[src/rtl/guess_ctrl_pkg.sv]
// Shared definitions for the xAyB guess-number game controller and its display driver.
package guess_ctrl_pkg;

  localparam int unsigned DIGIT_W    = 4;
  localparam int unsigned NUM_DIGITS = 4;
  localparam int unsigned ENTRY_W    = DIGIT_W * NUM_DIGITS;
  localparam int unsigned IDX_W      = 2;
  localparam int unsigned CNT_W      = 3;
  localparam int unsigned TRY_W      = 4;
  localparam int unsigned BLINK_W    = 16;

  localparam logic [DIGIT_W-1:0] DIGIT_MAX = 4'd9;

  typedef enum logic [1:0] {
    Q_ENTRY = 2'd0,
    A_ENTRY = 2'd1,
    COMPARE = 2'd2,
    RESULT  = 2'd3
  } game_state_e;

endpackage

[src/rtl/guess_ctrl_ab_scorer.sv]
// Combinational xAyB scorer: A = same digit same place, B = same digit other place.
module guess_ctrl_ab_scorer
  import guess_ctrl_pkg::*;
(
  input  logic [ENTRY_W-1:0] secret,
  input  logic [ENTRY_W-1:0] guess,
  output logic [CNT_W-1:0]   a,
  output logic [CNT_W-1:0]   b
);

  logic [3:0] a_sum;
  logic [3:0] b_sum;

  always_comb begin
    a_sum = '0;
    b_sum = '0;
    for (int i = 0; i < NUM_DIGITS; i++) begin
      for (int j = 0; j < NUM_DIGITS; j++) begin
        if (guess[i*DIGIT_W +: DIGIT_W] == secret[j*DIGIT_W +: DIGIT_W]) begin
          if (i == j) a_sum = a_sum + 4'd1;
          else        b_sum = b_sum + 4'd1;
        end
      end
    end
    // Entry rejects repeated digits, so B never exceeds 4 in play; clamp guards odd inputs.
    a = 3'(a_sum);
    b = (b_sum > 4'd4) ? 3'd4 : 3'(b_sum);
  end

endmodule

[src/rtl/guess_ctrl.sv]
// Guess-number game controller: digit entry, secret storage, scoring, blink and try counting.
module guess_ctrl
  import guess_ctrl_pkg::*;
#(
  parameter logic [BLINK_W-1:0] BLINK_HALF = 16'd250,
  parameter logic [TRY_W-1:0]   MAX_TRIES  = 4'd10
) (
  input  logic                clk_div,
  input  logic                reset,
  input  logic                key_valid,
  input  logic [DIGIT_W-1:0]  key_code,
  input  logic                key_clear,
  input  logic                key_enter,
  output logic [IDX_W-1:0]    digit_state,
  output logic                qa_state,
  output logic                match,
  output logic                show,
  output logic [CNT_W-1:0]    r_a,
  output logic [CNT_W-1:0]    r_b,
  output logic [TRY_W-1:0]    attempts,
  output logic [ENTRY_W-1:0]  entry_digits
);

  game_state_e         state_q, state_d;
  logic [IDX_W-1:0]    digit_idx_q, digit_idx_d;
  logic [ENTRY_W-1:0]  entry_q, entry_d;
  logic [ENTRY_W-1:0]  secret_q, secret_d;
  logic [CNT_W-1:0]    score_a_q, score_a_d;
  logic [CNT_W-1:0]    score_b_q, score_b_d;
  logic [TRY_W-1:0]    tries_q, tries_d;
  logic [BLINK_W-1:0]  blink_cnt_q, blink_cnt_d;
  logic                blink_on_q, blink_on_d;

  logic [IDX_W-1:0]    digit_state_q, digit_state_d;
  logic                qa_state_q, qa_state_d;
  logic                match_q, match_d;
  logic                show_q, show_d;
  logic [CNT_W-1:0]    r_a_q, r_a_d;
  logic [CNT_W-1:0]    r_b_q, r_b_d;
  logic [TRY_W-1:0]    attempts_q, attempts_d;
  logic [ENTRY_W-1:0]  entry_digits_q, entry_digits_d;

  logic [CNT_W-1:0]    scorer_a;
  logic [CNT_W-1:0]    scorer_b;
  logic                dup;
  logic                accept;

  guess_ctrl_ab_scorer u_scorer (
    .secret (secret_q),
    .guess  (entry_q),
    .a      (scorer_a),
    .b      (scorer_b)
  );

  // Next-state and next-output logic; outputs mirror the game state one cycle later.
  always_comb begin
    state_d     = state_q;
    digit_idx_d = digit_idx_q;
    entry_d     = entry_q;
    secret_d    = secret_q;
    score_a_d   = score_a_q;
    score_b_d   = score_b_q;
    tries_d     = tries_q;
    blink_cnt_d = blink_cnt_q;
    blink_on_d  = blink_on_q;

    dup = 1'b0;
    for (int j = 0; j < NUM_DIGITS; j++) begin
      if ((2'(j) < digit_idx_q) && (entry_q[j*DIGIT_W +: DIGIT_W] == key_code)) dup = 1'b1;
    end
    accept = key_valid && (key_code <= DIGIT_MAX) && !dup;

    case (state_q)
      Q_ENTRY, A_ENTRY: begin
        if (key_clear) begin
          entry_d     = '0;
          digit_idx_d = '0;
        end else if (accept) begin
          for (int j = 0; j < NUM_DIGITS; j++) begin
            if (2'(j) == digit_idx_q) entry_d[j*DIGIT_W +: DIGIT_W] = key_code;
          end
          digit_idx_d = digit_idx_q + 2'd1;
          if (digit_idx_q == 2'(NUM_DIGITS - 1)) begin
            if (state_q == Q_ENTRY) begin
              secret_d = entry_d;
              entry_d  = '0;
              state_d  = A_ENTRY;
            end else begin
              state_d  = COMPARE;
            end
          end
        end
      end
      COMPARE: begin
        score_a_d   = scorer_a;
        score_b_d   = scorer_b;
        tries_d     = (tries_q == MAX_TRIES) ? tries_q : tries_q + 4'd1;
        blink_cnt_d = '0;
        blink_on_d  = 1'b1;
        state_d     = RESULT;
      end
      RESULT: begin
        if (key_enter) begin
          entry_d     = '0;
          digit_idx_d = '0;
          if ((score_a_q == 3'd4) || (tries_q == MAX_TRIES)) begin
            state_d  = Q_ENTRY;
            tries_d  = '0;
            secret_d = '0;
          end else begin
            state_d  = A_ENTRY;
          end
        end else if (blink_cnt_q == BLINK_HALF - 16'd1) begin
          blink_cnt_d = '0;
          blink_on_d  = !blink_on_q;
        end else begin
          blink_cnt_d = blink_cnt_q + 16'd1;
        end
      end
      default: state_d = Q_ENTRY;
    endcase

    digit_state_d  = digit_idx_q;
    qa_state_d     = (state_q != Q_ENTRY);
    match_d        = (state_q == RESULT);
    show_d         = (state_q == RESULT) && blink_on_q;
    r_a_d          = score_a_q;
    r_b_d          = score_b_q;
    attempts_d     = tries_q;
    entry_digits_d = entry_q;
  end

  always_ff @(posedge clk_div or negedge reset) begin
    if (!reset) begin
      state_q        <= Q_ENTRY;
      digit_idx_q    <= '0;
      entry_q        <= '0;
      secret_q       <= '0;
      score_a_q      <= '0;
      score_b_q      <= '0;
      tries_q        <= '0;
      blink_cnt_q    <= '0;
      blink_on_q     <= 1'b0;
      digit_state_q  <= '0;
      qa_state_q     <= 1'b0;
      match_q        <= 1'b0;
      show_q         <= 1'b0;
      r_a_q          <= '0;
      r_b_q          <= '0;
      attempts_q     <= '0;
      entry_digits_q <= '0;
    end else begin
      state_q        <= state_d;
      digit_idx_q    <= digit_idx_d;
      entry_q        <= entry_d;
      secret_q       <= secret_d;
      score_a_q      <= score_a_d;
      score_b_q      <= score_b_d;
      tries_q        <= tries_d;
      blink_cnt_q    <= blink_cnt_d;
      blink_on_q     <= blink_on_d;
      digit_state_q  <= digit_state_d;
      qa_state_q     <= qa_state_d;
      match_q        <= match_d;
      show_q         <= show_d;
      r_a_q          <= r_a_d;
      r_b_q          <= r_b_d;
      attempts_q     <= attempts_d;
      entry_digits_q <= entry_digits_d;
    end
  end

  assign digit_state  = digit_state_q;
  assign qa_state     = qa_state_q;
  assign match        = match_q;
  assign show         = show_q;
  assign r_a          = r_a_q;
  assign r_b          = r_b_q;
  assign attempts     = attempts_q;
  assign entry_digits = entry_digits_q;

endmodule

[config.mk]
export PLATFORM = sky130hd
export DESIGN_NAME = guess_ctrl
export DESIGN_NICKNAME = d
export VERILOG_FILES = /design/src/rtl/guess_ctrl_pkg.sv /design/src/rtl/guess_ctrl_ab_scorer.sv /design/src/rtl/guess_ctrl.sv
export SDC_FILE = /design/constraint.sdc
export NUM_CORES = 1
export LEC_CHECK = 0
export BUFFER_PORTS_ARGS = -buffer_cell sky130_fd_sc_hd__buf_4
export CORE_MARGIN = 2
export CORE_UTILIZATION = 57
export CTS_BUF_LIST = sky130_fd_sc_hd__clkbuf_2 sky130_fd_sc_hd__clkbuf_4 sky130_fd_sc_hd__clkbuf_8
export CTS_CLUSTER_SIZE = 28
export DETAILED_ROUTE_END_ITERATION = 7
export HOLD_SLACK_MARGIN = 0.06
export PLACE_DENSITY_LB_ADDON = 0.2
export SYNTH_ARGS = -nofsm -noshare
export SYNTH_HDL_FRONTEND = slang
export SYNTH_SLANG_ARGS = --single-unit
[constraint.sdc]
create_clock -name clk_div -period 5.6 [get_ports clk_div]
set_input_delay 1.12 -clock clk_div [delete_from_list [all_inputs] [get_ports clk_div]]
set_output_delay 1.12 -clock clk_div [all_outputs]
set_load 0.05 [all_outputs]
======== After elaboration in Yosys (flattened, before gate mapping) ========
Cells that the tools add are included.
word-level totals
  bits in registers ....................... 94
  bits of input ports ..................... 9
  output and inout bits ................... 31
  logic and storage cells ................. 161
operators by class
  $add $sub $neg .......................... 17
  magnitude comparators ................... 6
  equality and inequality tests ........... 40
  mux-type cells .......................... 59
  reductions and logical operators ........ 22
operators by type and width
  kind                                                                     number
  16-bit 2-to-1 mux                                                        13
  16-bit one-hot mux with 2 select lines                                   3
  4-bit equality test                                                      20
  4-bit 2-to-1 mux                                                         18
  4-bit by 1-bit adder with 4-bit output (second input constant)           11
  2-bit 2-to-1 mux                                                         9
  16-bit by 1-bit adder with 16-bit output (second input constant)         1
  16-bit by 8-bit equality test with 1-bit output (second input constant)  1
  2-bit != test (second input constant)                                    7
  1-bit 2-to-1 mux                                                         9
  3-bit 2-to-1 mux                                                         3
  4-bit one-hot mux with 2 select lines                                    1
  4-bit AND reduction                                                      2
  1-bit logical AND                                                        7
  7-bit AND reduction                                                      1
  2-bit equality test (second input constant)                              3
  2-bit one-hot mux with 3 select lines                                    1
  3-bit AND reduction                                                      2
  2-bit nonzero test                                                       3
  1-bit by 1-bit adder with 2-bit output (second input constant)           2
  2-bit equality test (first input constant)                               2
  4-bit equality test (second input constant)                              1
  4-bit by 3-bit > comparator with 1-bit output (second input constant)    1
  4-bit less-or-equal comparator (second input constant)                   1
  other kinds (17)                                                         22

======== Longest topological paths before layout ========
Gate-level depths: netlist (run 1).
  depth in word-level cells ............... 26
  gate-level depth with buffers ........... 35
  depth with buffers taken out ............ 34

======== Modules after synthesis ========
From an unflattened synthesis (run 1), not the netlist that was laid out.
second synthesis, totals
  cells, all modules ...................... 630
  area total of the unflattened synthesis .. 6530.0 µm²
by module, submodules not included
  module                times used  cells each  area each (µm²)  sequential area each (µm²)
  guess_ctrl            1           344         4299.1           2352.3
  guess_ctrl_ab_scorer  1           286         2230.9           0.0

======== Least setup slack after synthesis (run 1) ========
OpenSTA, ideal clock, no wires.
  kind .................................... register -> register
  start point ............................. register secret_q[6]
  end point ............................... register score_b_q[2], in the netlist r_b_d[2]
  library setup time ...................... 0.119 ns
  arrival ................................. 5.924 ns
  required time ........................... 5.481 ns
  slack ................................... -0.443 ns
  stages on the path, launching flop included .. 30
  buffers on the path ..................... 1
  period minus slack after synthesis ...... 6.043 ns
  cell sequence ........................... dfrtp_1 > clkbuf_1 > xnor2_1 > and4_1 > ha_1 > inv_1 > xnor3_2 > ha_1 > xor2_1 > or3_1 > o2111ai_1 > o311ai_1 > inv_1 > ha_1 > nand3_1 > o21ai_0 > a211oi_2 > ha_1 > xnor2_1 > nor3_1 > a221o_1 > ha_1 > nand2_1 > xnor2_1 > xnor2_1 > xnor2_1 > nand2_1 > nor4bb_1 > nor3_2 > o21a_1
between the ends
  word-level cells in the longest chain between the ends .. 26
  elaborated cells between the ends (all ways) .. 28
  classes of those cells .................. add/sub (11); order compare (1); eq/ne (3); mux (13)
RTL lines
  item                                           line                        text
  start, declared                                guess_ctrl.sv:27            logic [ENTRY_W-1:0] secret_q, secret_d;
  start signal, assigned                         guess_ctrl.sv:156           secret_q <= secret_d;
  4-bit equality test                            guess_ctrl_ab_scorer.sv:19  if (guess[i*DIGIT_W +: DIGIT_W] == secret[j*DIGIT_W +: DIGIT_W]) begin
  1-bit 2-to-1 mux                               guess_ctrl_ab_scorer.sv:19
  1-bit by 1-bit adder with 2-bit output         guess_ctrl_ab_scorer.sv:21  else b_sum = b_sum + 4'd1;
  4-bit 2-to-1 mux                               guess_ctrl_ab_scorer.sv:19
  4-bit by 1-bit adder with 4-bit output         guess_ctrl_ab_scorer.sv:21
  4-bit 2-to-1 mux                               guess_ctrl_ab_scorer.sv:19
  4-bit by 1-bit adder with 4-bit output         guess_ctrl_ab_scorer.sv:21
  4-bit 2-to-1 mux                               guess_ctrl_ab_scorer.sv:19
  [... 10 more ...]                              n/a
  4-bit by 1-bit adder with 4-bit output         guess_ctrl_ab_scorer.sv:21
  4-bit 2-to-1 mux                               guess_ctrl_ab_scorer.sv:19
  4-bit by 1-bit adder with 4-bit output         guess_ctrl_ab_scorer.sv:21
  4-bit 2-to-1 mux *                             guess_ctrl_ab_scorer.sv:19
  4-bit by 1-bit adder with 4-bit output         guess_ctrl_ab_scorer.sv:21
  4-bit 2-to-1 mux *                             guess_ctrl_ab_scorer.sv:19
  4-bit by 3-bit > comparator with 1-bit output  guess_ctrl_ab_scorer.sv:27  b = (b_sum > 4'd4) ? 3'd4 : 3'(b_sum);
  3-bit 2-to-1 mux *                             guess_ctrl_ab_scorer.sv:27
  end signal, assigned                           guess_ctrl.sv:158           score_b_q <= score_b_d;
  end, declared                                  guess_ctrl.sv:29            logic [CNT_W-1:0] score_b_q, score_b_d;
Every way passes the cells marked *; elsewhere a longest branch is shown, timed or not.
A chain may end at the register's enable or synchronous reset.

======== Worst setup path after layout (run 1) ========
  start point ............................. register entry_q[2], in the netlist entry_digits_d[2]
  end point ............................... register score_b_q[1], in the netlist r_b_d[1]
between the ends
  word-level cells in the longest chain between the ends .. 26
  elaborated cells between the ends (all ways) .. 28
  classes of those cells .................. add/sub (11); order compare (1); eq/ne (3); mux (13)
RTL lines
  item                                           line                        text
  start, declared                                guess_ctrl.sv:26            logic [ENTRY_W-1:0] entry_q, entry_d;
  start signal, assigned                         guess_ctrl.sv:155           entry_q <= entry_d;
  4-bit equality test                            guess_ctrl_ab_scorer.sv:19
  1-bit 2-to-1 mux                               guess_ctrl_ab_scorer.sv:19
  1-bit by 1-bit adder with 2-bit output         guess_ctrl_ab_scorer.sv:21
  4-bit 2-to-1 mux                               guess_ctrl_ab_scorer.sv:19
  4-bit by 1-bit adder with 4-bit output         guess_ctrl_ab_scorer.sv:21
  4-bit 2-to-1 mux *                             guess_ctrl_ab_scorer.sv:19
  4-bit by 1-bit adder with 4-bit output         guess_ctrl_ab_scorer.sv:21
  4-bit 2-to-1 mux *                             guess_ctrl_ab_scorer.sv:19
  [... 10 more ...]                              n/a
  4-bit by 1-bit adder with 4-bit output         guess_ctrl_ab_scorer.sv:21
  4-bit 2-to-1 mux *                             guess_ctrl_ab_scorer.sv:19
  4-bit by 1-bit adder with 4-bit output         guess_ctrl_ab_scorer.sv:21
  4-bit 2-to-1 mux *                             guess_ctrl_ab_scorer.sv:19
  4-bit by 1-bit adder with 4-bit output         guess_ctrl_ab_scorer.sv:21
  4-bit 2-to-1 mux *                             guess_ctrl_ab_scorer.sv:19
  4-bit by 3-bit > comparator with 1-bit output  guess_ctrl_ab_scorer.sv:27
  3-bit 2-to-1 mux *                             guess_ctrl_ab_scorer.sv:27
Marks and branches as above.

==> results of run 1 <==
==> critical path, delay by kind of cell, from the launching register on <==
kind,cells,cell delay (ns)
compound gates,6,0.76
xor+xnor,7,1.03
fa+ha+maj,5,1.30
buf+inv,2,0.15
flops,1,0.47
mux,1,0.06
simple gates,11,1.94
==> synthesized netlist by cell type (all sizes together) (3+ instances only) <==
cell type  count  area share
nor4          10       0.012
nor3          16       0.014
a211oi         6      0.0081
buf           22       0.023
clkbuf        33       0.020
a21o           6      0.0073
a21oi         15       0.012
o2111ai        3      0.0043
mux2i         23       0.037
nand4         12       0.012
nor3b          4      0.0049
xor2          55       0.081
and2           5      0.0051
ha            25       0.051
o21ai         20       0.016
dfrtp         94        0.38
nand3         19       0.015
o31ai         20       0.025
a22o          16       0.023
o22ai          3      0.0030
and3           7      0.0071
xnor2         64        0.10
nand2         58       0.035
nor2          40       0.024
and4           4      0.0057
inv           21       0.013
or3            4      0.0041
==> registers in the layout, indices dropped and copies added, names as in the netlist <==
| register | flops |
|---|---|
| digit_idx_q | 2 |
| entry_digits | 16 |
| r_a | 3 |
| r_b_d | 3 |
| attempts_d | 4 |
| match | 1 |
| qa_state | 1 |
| r_a_d | 3 |
| attempts | 4 |
| blink_on_q | 1 |
| entry_digits_d | 16 |
| r_b | 3 |
| show | 1 |
| state_q | 2 |
| secret_q | 16 |
| blink_cnt_q | 16 |
| digit_state | 2 |
==> cells in the final DEF, fill, tap and decap left out, types with 10 or more instances in the layout <==
cell / instances
buf_4: 103
nand4_1: 12
ha_1: 18
mux2i_1: 23
a22o_1: 16
xnor2_2: 12
xnor2_1: 50
a21oi_1: 12
o21ai_0: 15
inv_1: 16
nand3_1: 17
nor3_1: 15
clkbuf_8: 10
dfrtp_1: 90
nand2_1: 55
xor2_1: 54
o31ai_1: 19
nor2_1: 39
==> logic make-up (layout without fill, tap and decap cells) <==
| family | Yosys count | count (layout) | share of synthesized area |
|---|---|---|---|
| flip-flops | 94 | 94 | 0.382 |
| adder cells (fa/ha/maj) | 25 | 25 | 0.0507 |
| AO/OA/AOI/OAI | 107 | 107 | 0.124 |
| multiplexers | 25 | 25 | 0.0410 |
| XOR/XNOR | 122 | 122 | 0.194 |
| buffers and inverters | 76 | 141 | 0.0560 |
| AND/OR/NAND/NOR | 189 | 189 | 0.153 |
==> layer usage <==
metal	global-route usage	wire, um	vias to the layer above
met3	0.0555	789	31
met2	0.463	7670	156
met1	0.362	6510	2419
li1	-	-	2322
met5	0	0	-
met4	0.0751	308	0
==> cell type report <==
cell class | count | area (um2)
multi-input combinational | 468 | 3760
fill | 800 | 3030
clock buffer | 10 | 138
tap | 136 | 170
sequential | 94 | 2360
inverter | 21 | 88.8
timing repair buffer | 105 | 805
clock inverter | 5 | 67.6
==> through the flow <==
step / instances / utilization / TNS, ns / cell area (um2) / worst slack (ns)
global route: 839 / 0.709 / -1.48 / 7390 / -0.520
detailed placement: 810 / 0.666 / -0.696 / 6940 / -0.244
global placement: 810 / 0.666 / 0 / 6940 / 0.00872
CTS: 834 / 0.699 / -0.213 / 7280 / -0.0727
finish: 839 / 0.709 / -0.477 / 7390 / -0.165
floorplan: 638 / - / -0.0237 / 6320 / -0.0177
==> worst max-delay path by stage <==
stage | startpoint | endpoint | cells after the start
floorplan | entry_digits_d[0] | r_b_d[2] | 30
global placement | entry_digits_d[1] | r_b_d[2] | 31
detailed placement | entry_digits_d[3] | r_b_d[1] | 31
CTS | entry_digits_d[0] | r_b_d[2] | 31
global route | entry_digits_d[1] | r_b_d[0] | 32
finish | entry_digits_d[2] | r_b_d[1] | 32
==> timing repair <==
| action | in CTS | in global routing |
|---|---|---|
| pin swaps | 30 | 3 |
| gates resized for setup | 17 | 16 |
| setup buffers | 9 | 5 |
| endpoints found under the setup margin | 3 | 3 |
==> qor.yml, run 1 <==
critical_path:
  worstSetupStartpointType: "flop"
  cpPeakStageDelay_ns: 0.47
  crit_type: "reg -> reg"
  cp-end-kind: "flop"
  worstPathArrival_ns: 6.06
  r2r_slack_ns: -0.16
  reg2reg_depth: 32
  critPathMaxFanout: 5
  critPathRequiredTime_ns: 5.90
  cp_common_cell: "xnor2_1"
  r2r_start: "entry_digits_d[2]"
  slowest_stage: "dfrtp_2"
  r2r-end: "r_b_d[1]"
floorplanning:
  fp-row-count: 37
  core_area_um2: 10400
  die_x_um: 108
  pin_count: 40
  dieArea_um2: 11700
  dieHeight_um: 108
  start_util: 0.592
timing:
  grt_setup_unrepaired: "yes"
  finalCriticalPeriod_ns: 5.76
  setup_slack_ns: -0.165
  slew_headroom: 0.187
  fmax_mhz: 173
  finalCritPeriodShare: 1.03
  drv_slew: 0
  holdWs_ns: 0.397
  hold_violations: 0
  setup-violations-final: 3
  tightest_slew_ns: 1.22
  skew_ns: 0.00838
routing:
  antenna_left: 0
  vias: 4928
  viasPerCell: 5.87
  totalWireLength_mm: 15.3
  drt_first_pass_iters: 5
  drc_errors: 0
  drt_iter0_markers: 358
  post_drt_wl_per_cell_um: 18.2
clocking:
  clock_path_buffers: 2
  root_buffer: "clkbuf_8"
  cts_sinks: 94
  clock_latency_ns: 0.36
  hold_buffers: 0
  clk_pin_slew_ns: 0.10
  cts-buffers-inserted: 9
  cts_tree: "built"
  htreeDepth: 3
status:
  status: "finished with violations"
  violations: "setup timing"
logic_synthesis:
  yosys_warnings: 0
  synth-seq-cells: 94
  synth_cell_types: 62
  synth_edf_count: 0
  avgSynthCellArea_um2: 9.66
  syn_inst: 638
  yosysSeqAreaShare: 0.382
  netlist_area_um2: 6160
  async_flop_share: 1.00
  synth_flop_cell: "dfrtp_1"
  synth_nets: 672
placed_design:
  hpwl_mm: 10.6
  port_buffers: 39
  place.gp.congestion: 0.917
grt:
  antenna_found_initial: 0
  grt_pass1_wl_mm: 24.9
  grt.overflow.total: 0
  grt_max_degree: 69
  grtUsageTotal: 0.274
  grt_pass1_vias: 5017
cells_and_area:
  fin_nets: 733
  drive_gt1_frac: 0.270
  antenna_cells: 0
  area_growth_pct: 19.8
flow_run:
  drv_cap: 0
worst_hold_path:
  hp-start: "r_b_d[0]"
  hold_depth: 0
  min_to: "r_b[0]"
  min_path_type: "reg -> reg"
Power of run 1 is not shown: default switching activity piles up to over one toggle a cycle in this logic, so the estimate is an artifact.
==> run 2, diff against run 1 <==
Settings changed: CORE_UTILIZATION 57 to 63.
Clock period 5.6 ns to 6.4 ns, I/O delays scaled along.
==> qor.yml, run 2 (synthesized netlist as in run 1, its figures left out) <==
critical_path:
  critPathRequiredTime_ns: 6.70  # +0.80 ns
  setup.worst_path.start: "entry_digits_d[2]"
  cp-end-kind: "flop"
  r2r_slack_ns: 0.28  # +0.44 ns
  r2r_start: "entry_digits_d[2]"
  reg2reg_depth: 33  # +3.1%
  r2r-end: "r_b_d[1]"
  cpPeakStageDelay_ns: 0.45  # -0.02 ns
  slowest_stage: "dfrtp_2"
  worstSetupStartpointType: "flop"
  critPathMaxFanout: 6  # +1
  crit_type: "reg -> reg"
  cp_common_cell: "xnor2_1"
  worstPathArrival_ns: 6.42  # +0.36 ns
clocking:
  cts-buffers-inserted: 9  # unchanged
  htreeDepth: 3  # unchanged
  clk_pin_slew_ns: 0.10  # about the same
  cts_tree: "built"
  cts_sinks: 94  # unchanged
  root_buffer: "clkbuf_8"
  clock_path_buffers: 2  # unchanged
  clock_latency_ns: 0.37  # about the same
worst_hold_path:
  hold_depth: 0  # unchanged
  min_path_type: "reg -> reg"
  min_to: "r_b[1]"
  hp-start: "r_b_d[1]"
grt:
  grt_pass1_vias: 4441  # -11%
  grtUsageTotal: 0.268  # -0.00656
  grt.overflow.total: 0  # unchanged
  grt_max_degree: 70  # +1.4%
  grt_pass1_wl_mm: 22.0  # -12%
  antenna_found_initial: 0  # unchanged
routing:
  totalWireLength_mm: 13.7  # -10%
  viasPerCell: 5.90  # +0.42%
  antenna_left: 0  # unchanged
  drc_errors: 0  # unchanged
  post_drt_wl_per_cell_um: 17.2  # -5.4%
  vias: 4695  # -4.7%
  drt_first_pass_iters: 5  # unchanged
  drt_iter0_markers: 276  # -23%
flow_run:
  drv_cap: 0  # unchanged
placed_design:
  place.gp.congestion: 0.899  # -2.0%
  hpwl_mm: 9.81  # -7.1%
  dp.cells: 771  # -4.8%
  port_buffers: 39  # unchanged
floorplanning:
  dieHeight_um: 103  # -4.7%
  fp-row-count: 36  # -2.7%
  dieArea_um2: 10600  # -9.2%
  pin_count: 40  # unchanged
  core_area_um2: 9640  # -7.5%
  start_util: 0.640  # +0.0477
  die_x_um: 103  # -4.7%
timing:
  holdWs_ns: 0.396  # -0.00114 ns
  slew_headroom: 0.231  # +0.0442
  hold_violations: 0  # unchanged
  tightest_slew_ns: 1.15  # -0.0661 ns
  skew_ns: 0.0108  # +0.00245 ns
  fmax_mhz: 163  # -5.8%
  finalCritPeriodShare: 0.957  # -0.0727
  drv_slew: 0  # unchanged
  setup-violations-final: 0  # -3
  finalCriticalPeriod_ns: 6.12  # +0.358 ns
status:
  status: "finished clean"
cells_and_area:
  fin_nets: 692  # -5.6%
  antenna_cells: 0  # unchanged
  drive_gt1_frac: 0.187  # -0.0832
  most-common-layout-cells: "84 x dfrtp_1, 64 x buf_4, 58 x nand2_1"
  fin_cells: 796  # -5.1%
  area_growth_pct: 10.9
  final_common_cell: "dfrtp_1"
## run 2: critical path: cells and delay by family, from the launching register on
family                     cells  cell delay (ns)
and+or+nand+nor               11             1.96
adders and majority gates      5             1.32
xor gates and xnor gates       7             1.11
AOI/OAI and AO/OA              6             0.83
DFF                            1             0.45
buffers and inverters          3             0.31
muxes                          1             0.07
## run 2: metal layers
metal	wire [um]	track usage	vias up
li1	-	-	2249
met1	6190	0.369	2308
met2	6820	0.450	122
met3	484	0.0353	16
met4	219	0.0698	0
met5	0	0	-
## run 2: per-stage QoR
step | instance area, um2 | setup slack (ns) | utilization | setup TNS (ns)
2_1_floorplan | 6160 | 0.357 | - | 0
3_3_place_gp | 6480 | 0.216 | 0.672 | 0
3_5_place_dp | 6480 | -0.115 | 0.672 | -0.324
4_1_cts | 6700 | 0.0337 | 0.695 | 0
5_1_grt | 6840 | -0.0514 | 0.710 | -0.121
6_report | 6840 | 0.277 | 0.710 | 0
## run 2: layout make-up
cell class                      instances  area [um2]
Multi-Input combinational cell        468        3560
Fill cell                             721        2800
Sequential cell                        94        2360
Timing Repair Buffer                   64         480
Tap cell                              133         166
Clock buffer                            9         124
Inverter                               21        83.8
Clock inverter                          7        63.8
## run 2: what timing repair did
action / CTS / global route
gates resized for setup: 4 / 25
cloned: 0 / 0
pin swaps: 1 / 7
endpoints found under the setup margin: 3 / 3
setup buffers: 1 / 8
hold buffers: 0 / 0
## run 2: how the worst max path moves through the flow
stage / cells after the start / slack, ns / to
after global routing: 33 / -0.05 / r_b_d[1]
after global placement: 33 / 0.22 / r_b_d[2]
after CTS: 33 / 0.03 / r_b_d[1]
after detailed placement: 33 / -0.12 / r_b_d[1]
final: 33 / 0.28 / r_b_d[1]
after floorplan: 29 / 0.36 / r_b_d[2]
Power of run 2 is left out for the same reason.
==> run 3, diff against run 2 <==
Settings changed: PLACE_DENSITY from default to 0.82, PLACE_DENSITY_LB_ADDON 0.2 to default.
==> qor.yml, run 3 (synthesized netlist as in run 1, its figures left out) <==
critical_path:
  crit_family: "simple AND/OR/NAND/NOR gates"
  worstSetupStartpointType: "flop"
  worstPathArrival_ns: 6.57  # +0.15 ns
  cpPeakStageDelay_ns: 0.44  # about the same
  cp-end-kind: "flop"
  critPathMaxFanout: 5  # -1
  crit_type: "reg -> reg"
  path_buf_inv: 3  # unchanged
  slowest_stage: "dfrtp_2"
  critPathRequiredTime_ns: 6.64  # -0.06 ns
routing:
  viasPerCell: 6.09  # +3.3%
  drt_first_pass_iters: 5  # unchanged
  met3_length_um: 858  # +77%
  post_drt_wl_per_cell_um: 18.3  # +6.2%
  wl_met1_mm: 6.13  # -1.1%
  antenna_left: 0  # unchanged
  route.met2.wl_mm: 7.41  # +8.6%
  drc_errors: 0  # unchanged
  top_layer: "met4"
  vias: 4911  # +4.6%
  drt_iter0_markers: 341  # +24%
  totalWireLength_mm: 14.8  # +7.6%
placed_design:
  port_buffers: 39  # unchanged
  hpwl_mm: 9.77  # -0.43%
  place.gp.congestion: 0.864  # -3.9%
  dp.cells: 770  # -0.13%
  placed_area_um2: 6470  # -0.12%
flow_run:
  drv_cap: 0  # unchanged
timing:
  fmax_mhz: 158  # -3.3%
  skew_ns: 0.0104  # -0.000466 ns
  slew_headroom: 0.186  # -0.0449
  hold_violations: 0  # unchanged
  tightest_slew_ns: 1.22  # +0.0672 ns
  tns_ns: 0  # unchanged
  drv_slew: 0  # unchanged
  finalCritPeriodShare: 0.989  # +0.0328
  setup-violations-final: 0  # unchanged
  finalCriticalPeriod_ns: 6.33  # +0.210 ns
  holdWs_ns: 0.396  # +0.0000850 ns
clocking:
  htreeDepth: 3  # unchanged
  hold_buffers: 0  # unchanged
  root_buffer: "clkbuf_8"
  cts_tree: "built"
  cts_sinks: 94  # unchanged
  clock_path_buffers: 2  # unchanged
  clock_latency_ns: 0.37  # about the same
  clk_pin_slew_ns: 0.10  # about the same
  cts-buffers-inserted: 9  # unchanged
grt:
  grt.overflow.total: 0  # unchanged
  grtUsageTotal: 0.275  # +0.00731
  grt_pass1_vias: 4598  # +3.5%
  grt_max_degree: 95  # +36%
  antenna_found_initial: 0  # unchanged
  grt_pass1_wl_mm: 22.7  # +3.2%
worst_hold_path:
  min_path_type: "reg -> reg"
floorplanning:
  pin_count: 40  # unchanged
  dieArea_um2: 10600  # unchanged
  fp-row-count: 36  # unchanged
  die_x_um: 103  # unchanged
  dieHeight_um: 103  # unchanged
  start_util: 0.640  # unchanged
  core_area_um2: 9640  # unchanged
cells_and_area:
  most-common-layout-cells: "85 x dfrtp_1, 73 x buf_4, 57 x nand2_1"
  area_growth_pct: 12.8
  fillers: 690  # -4.3%
  fin_cells: 806  # +1.3%
  fin_nets: 702  # +1.4%
  multi_input_area_um2: 3600  # +1.3%
  final_common_cell: "dfrtp_1"
  design_area_um2: 6950  # +1.7%
  ff_latch_area_um2: 2360  # about the same
  antenna_cells: 0  # unchanged
  drive_gt1_frac: 0.211  # +0.0240
status:
  status: "finished clean"
## run 3: cell count changes in the layout (fill, tap and decap cells not counted), sizes merged
cell	before	now
clkinv	4	3
clkinvlp	0	2
inv	24	22
clkbuf	9	10
buf	64	74
## run 3: routing by layer
layer | global-route usage | up-vias
li1 | - | 2253
met1 | 0.374 | 2424
met2 | 0.451 | 197
met3 | 0.0447 | 37
met4 | 0.0931 | 0
met5 | 0 | -
## run 3: timing repair
action,in CTS,in global routing
buffers inserted,5,15
pin swaps,4,10
endpoints found under the setup margin,3,3
resized for setup,12,28
endpoints found under the hold margin,0,0
## run 3: area by class of cell
class	instances	area share
Clock buffer	10	0.0189
Clock inverter	6	0.00666
Inverter	21	0.0121
Timing Repair Buffer	74	0.0804
Sequential cell	94	0.340
Tap cell	133	0.0239
Multi-Input combinational cell	468	0.518
## run 3: path summary, 6_finish.rpt
| path | start | endpoint | slack (ns) | cells past startpoint |
|---|---|---|---|---|
| max | entry_digits_d[2] | r_b_d[1] | 0.07 | 32 |
| max reg2reg | entry_digits_d[2] | r_b_d[1] | 0.07 | 32 |
| min | r_b_d[2] | r_b[2] | 0.40 | 0 |
| min reg2reg | r_b_d[2] | r_b[2] | 0.40 | 0 |
| min in group asynchronous | reset | entry_digits[7] | 1.13 | 1 |
| max in group asynchronous | reset | secret_q[5] | 4.48 | 1 |
## run 3: stage by stage
step,worst slack [ns],utilization
2_1_floorplan,0.357,-
3_3_place_gp,0.174,0.671
3_5_place_dp,-0.232,0.671
4_1_cts,0.00747,0.697
5_1_grt,-0.153,0.721
6_report,0.0677,0.721
Power of run 3 is left out for the same reason.
